===== src/rtl/seq_detect_param.sv =====
// seq_detect_param: Moore serial detector for a runtime-loadable PAT_W-bit
// pattern (MSB received first), with elaboration-time overlap mode and a
// saturating match counter. y_out is a registered one-cycle match pulse.
//
// Input qualifier: d_in is consumed only on a rising edge where en=1 and
// pat_load=0; with en=0 the history is frozen, so idle gaps are transparent.
module seq_detect_param #(
    parameter int               PAT_W   = 5,
    parameter logic [PAT_W-1:0] PATTERN = 5'b10101,
    parameter bit               OVERLAP = 1'b1,
    parameter int               CNT_W   = 8
) (
    input  logic             clk,
    input  logic             rst,
    input  logic             en,
    input  logic             d_in,
    input  logic             pat_load,
    input  logic [PAT_W-1:0] pat_in,
    input  logic             cnt_clr,
    output logic             y_out,
    output logic [CNT_W-1:0] match_cnt,
    output logic [PAT_W-1:0] pat_cur
);

    localparam int               FILL_W   = $clog2(PAT_W + 1);
    localparam logic [FILL_W-1:0] FILL_FULL = FILL_W'(PAT_W);
    localparam logic [CNT_W-1:0] CNT_MAX  = {CNT_W{1'b1}};

    logic [PAT_W-1:0]  hist_q, hist_d;
    logic [FILL_W-1:0] fill_q, fill_d;
    logic [PAT_W-1:0]  pat_q, pat_d;
    logic              y_q, y_d;
    logic [CNT_W-1:0]  cnt_q, cnt_d;

    logic [PAT_W-1:0]  shifted;
    logic [FILL_W-1:0] fill_next;
    logic              match;

    // Candidate history and match test against the pattern active before the edge.
    always_comb begin
        shifted   = {hist_q[PAT_W-2:0], d_in};
        fill_next = (fill_q == FILL_FULL) ? fill_q : fill_q + FILL_W'(1);
        match     = en && !pat_load && (fill_next == FILL_FULL) && (shifted == pat_q);
    end

    // Next-state: pattern load wins over bit consumption; counter is independent.
    always_comb begin
        hist_d = hist_q;
        fill_d = fill_q;
        pat_d  = pat_q;
        y_d    = match;
        cnt_d  = cnt_q;

        if (pat_load) begin
            // A new pattern restarts detection; any bit on this edge is dropped.
            pat_d  = pat_in;
            hist_d = '0;
            fill_d = '0;
        end else if (en) begin
            hist_d = shifted;
            // Non-overlapping mode consumes the matched bits by emptying the history.
            fill_d = (match && !OVERLAP) ? '0 : fill_next;
        end

        if (cnt_clr) begin
            cnt_d = match ? CNT_W'(1) : '0;
        end else if (match && (cnt_q != CNT_MAX)) begin
            cnt_d = cnt_q + CNT_W'(1);
        end
    end

    // State register with synchronous reset overriding every other control.
    always_ff @(posedge clk) begin
        if (rst) begin
            hist_q <= '0;
            fill_q <= '0;
            pat_q  <= PATTERN;
            y_q    <= 1'b0;
            cnt_q  <= '0;
        end else begin
            hist_q <= hist_d;
            fill_q <= fill_d;
            pat_q  <= pat_d;
            y_q    <= y_d;
            cnt_q  <= cnt_d;
        end
    end

    assign y_out     = y_q;
    assign match_cnt = cnt_q;
    assign pat_cur   = pat_q;

endmodule


===== config.mk =====
export PLATFORM = sky130hd
export DESIGN_NAME = seq_detect_param
export DESIGN_NICKNAME = d
export VERILOG_FILES = /design/src/rtl/seq_detect_param.sv
export SDC_FILE = /design/constraint.sdc
export NUM_CORES = 1
export LEC_CHECK = 0
export CAP_MARGIN = 30
export CORE_MARGIN = 1
export CORE_UTILIZATION = 45
export DETAILED_ROUTE_END_ITERATION = 10
export DONT_BUFFER_PORTS = 1
export PLACE_DENSITY = 0.59
export SETUP_SLACK_MARGIN = 0.5
export SKIP_LAST_GASP = 1
export SYNTH_ARGS = -nofsm -noshare
export SYNTH_HDL_FRONTEND = slang
export SYNTH_SLANG_ARGS = --single-unit

===== constraint.sdc =====
create_clock -name clk -period 3.1 [get_ports clk]
set_input_delay 0.31 -clock clk [delete_from_list [all_inputs] [get_ports clk]]
set_output_delay 0.31 -clock clk [all_outputs]
set_load 0.05 [all_outputs]

==> impl_results.md <==
- RSZ-0062 raised after global routing: no
- Vias per cell: 5.65
- Worst slack at placement: approximately 0.91 ns
- CTS tree: done
- Internal power: between 300 and 400 µW
- Layout cells sized above 1: 0.0901
- Library cells used by synthesis: 34
- Static leakage: 0.000389 µW
- Max Slew Vio Count: 0
- Max FO, Critical Path: 11
- WL final: ~2000 µm
- Most frequent cells in the layout: 21 x dfxtp_1, 11 x nor2_1, 10 x mux2i_1, 6 x a21oi_1
- Rows: 17
- Area Growth Syn to Fin: 1.88%
- Slew @ Worst Pin: between 0.7 and 0.8 ns
- Antenna cells: 0
- Grt ovf: 0
- CORE AREA: around 0.0022 mm²
- Fin Setup TNS: 0 ns
- Cell total after placement: roughly 140
- Antenna violations before repair: 0
- Sequential Power Share: 0.635
- Max Cap Viol: 0
- Setup crit start kind: flip-flop
- Final nets: roughly 130
- Fin crit period: 2.21 ns
- Root buf cell: clkbuf_4
- Post-Syn Area: between 0.001 and 0.0015 mm²
- Clk sinks: 21
- CTS max path bufs: 2
- Worst min path class: in2reg
- Clock Power Share: 0.291
- Final Hold Viols: 0
- WL per Instance: between 10 and 15 µm
- Status: finished clean
- Post-synthesis register bit count: 21
- First-pass GRT wire length: ~3300 µm
- First-pass DRT Iterations: 4
- Period Utilization, post-route: 0.713
- Max stage delay cell, worst path: dfxtp_1
- Async S/R FF share, synth: 0
- Critical path arrival: between 2 and 2.5 ns
- Register area share after synthesis: 0.395
- Relative slew slack: 0.510
- Worst path cell trace: xor2_1 -> or4_4 -> or4_1 -> a21oi_1
- Number of synthesized flops with an enable pin: 0
- Max IR drop VDD: about 0.00033 V
- IO Pins: 25
- Post_cts resized: 0
- WP buf/inv: 0
- Fmax: 0.453 GHz
- Worst EP required: 3.35 ns
- Sw frac: 0.266
- Largest stage delay, worst path: about 0.68 ns
- Commonest non-fill, non-tap cell in the layout: dfxtp_1
- WHS: between 0.05 and 0.06 ns
- H-tree levels: 1
- Hold buffers post-CTS: 0
- Post-CTS setup buffer count: 0
- Fin Clk Skew: ~0.0026 ns
- Remaining DRCs: 0
- Via count: ~790
- IO Port Bufs: 0
- GPL Wtd Cong: 0.808
- Total power: roughly 470 µW
- Power Density: ~430 mW/mm²
- Post-synth top flop: dfxtp_1
- Die height: 50.6 µm
- Psw: between 100 and 150 µW
- Clock latency on the worst-skew pair: roughly 0.31 ns
- Vias in the first global route: roughly 740
- Detailed router's first-iteration violation count: 10
- Worst setup margin: between 0.8 and 0.9 ns
- CTS buffer count: 3
- Critical path type: reg2reg
- Post-Syn Instances: 113
- Full die area: 0.00256 mm²
- Final Non-Filler Cells: about 140
- Largest net degree at the start of global routing: 15
- Antenna Violating Nets Remaining: 0
- Crit path max-delay family: simple AND/OR/NAND/NOR gates
- Synth warn: 0
- GRT Total Usage: 0.177
- CTS clk-pin slew, worst paths: approximately 0.12 ns
- Die width: approximately 51 µm
- Starting Density: 0.481
- Part of the power in combinational logic: 0.074
- Syn nets: ~130
- CP Capture Type: flip-flop
- Synth Area per Inst: about 9.4 µm²
- Finish-stage setup viols: 0
final timing paths:
path / start / to / slack, ns / depth (start not counted)
setup / recovery: pat_cur[4] / match_cnt[4] / 0.89 / 4
setup reg to reg: pat_cur[4] / match_cnt[4] / 0.89 / 4
hold reg to reg: hist_q[3] / hist_q[3] / 0.54 / 2
hold / removal: rst / match_cnt[0] / 0.05 / 1
synthesized netlist by cell type (2+ instances only):
library cell / number / share of area
a211o_2: 3 / 0.028
a21oi_1: 6 / 0.028
and2b_1: 3 / 0.021
buf_6: 2 / 0.021
clkbuf_1: 3 / 0.011
dfxtp_1: 21 / 0.40
ha_1: 3 / 0.035
inv_1: 3 / 0.011
mux2i_1: 10 / 0.094
nand2_1: 5 / 0.018
nand3_1: 2 / 0.0094
nand4_1: 3 / 0.018
nor2_1: 11 / 0.039
nor3_1: 5 / 0.024
nor4_1: 2 / 0.012
o21ai_0: 2 / 0.0094
o31ai_1: 2 / 0.014
or2_2: 2 / 0.012
or3_1: 5 / 0.029
or4_1: 2 / 0.014
xor2_1: 5 / 0.041
cell type report:
class,instances,area (µm²)
fill,223,1130
multi-input combinational,83,591
sequential,21,420
tap,28,35.0
clock buffer,4,26.3
inverter,3,11.3
kinds of logic after synthesis:
kind of cell    count (synthesis)  share of synthesized area
simple gates                   47                      0.267
flops                          21                      0.395
compound gates                 17                      0.109
mux                            10                     0.0941
buf+inv                         9                     0.0494
xor+xnor                        6                     0.0494
fa+ha+maj                       3                     0.0353
power groups by stage:
| stage | Combinational [µW] | Sequential (µW) | Clock, µW |
|---|---|---|---|
| floorplan | 37.3 | 302 | 0 |
| global placement | 33.5 | 303 | 0 |
| detailed placement | 34.9 | 303 | 0 |
| CTS | 35.1 | 297 | 143 |
| global route | 39.7 | 298 | 151 |
| finish | 34.6 | 297 | 136 |
stage by stage:
step,util,instance area (µm²)
after floorplan,-,1060
after global placement,0.478,1060
after detailed placement,0.478,1060
after CTS,0.490,1080
after global routing,0.490,1080
final,0.490,1080
sequential cells by signal, indices dropped and copies added, names as in the netlist, named ones only:
register   flops
fill_q         1
hist_q         4
match_cnt      8
pat_cur        5
y_out          1
layer usage:
layer  wire (µm)  global-route usage  part of all wire
met1         950               0.219              0.48
met2         895               0.273              0.45
met3         109              0.0545             0.055
met4          32              0.0972             0.016
met5           0                   0                 0
Power figures use the tool's default switching activity.
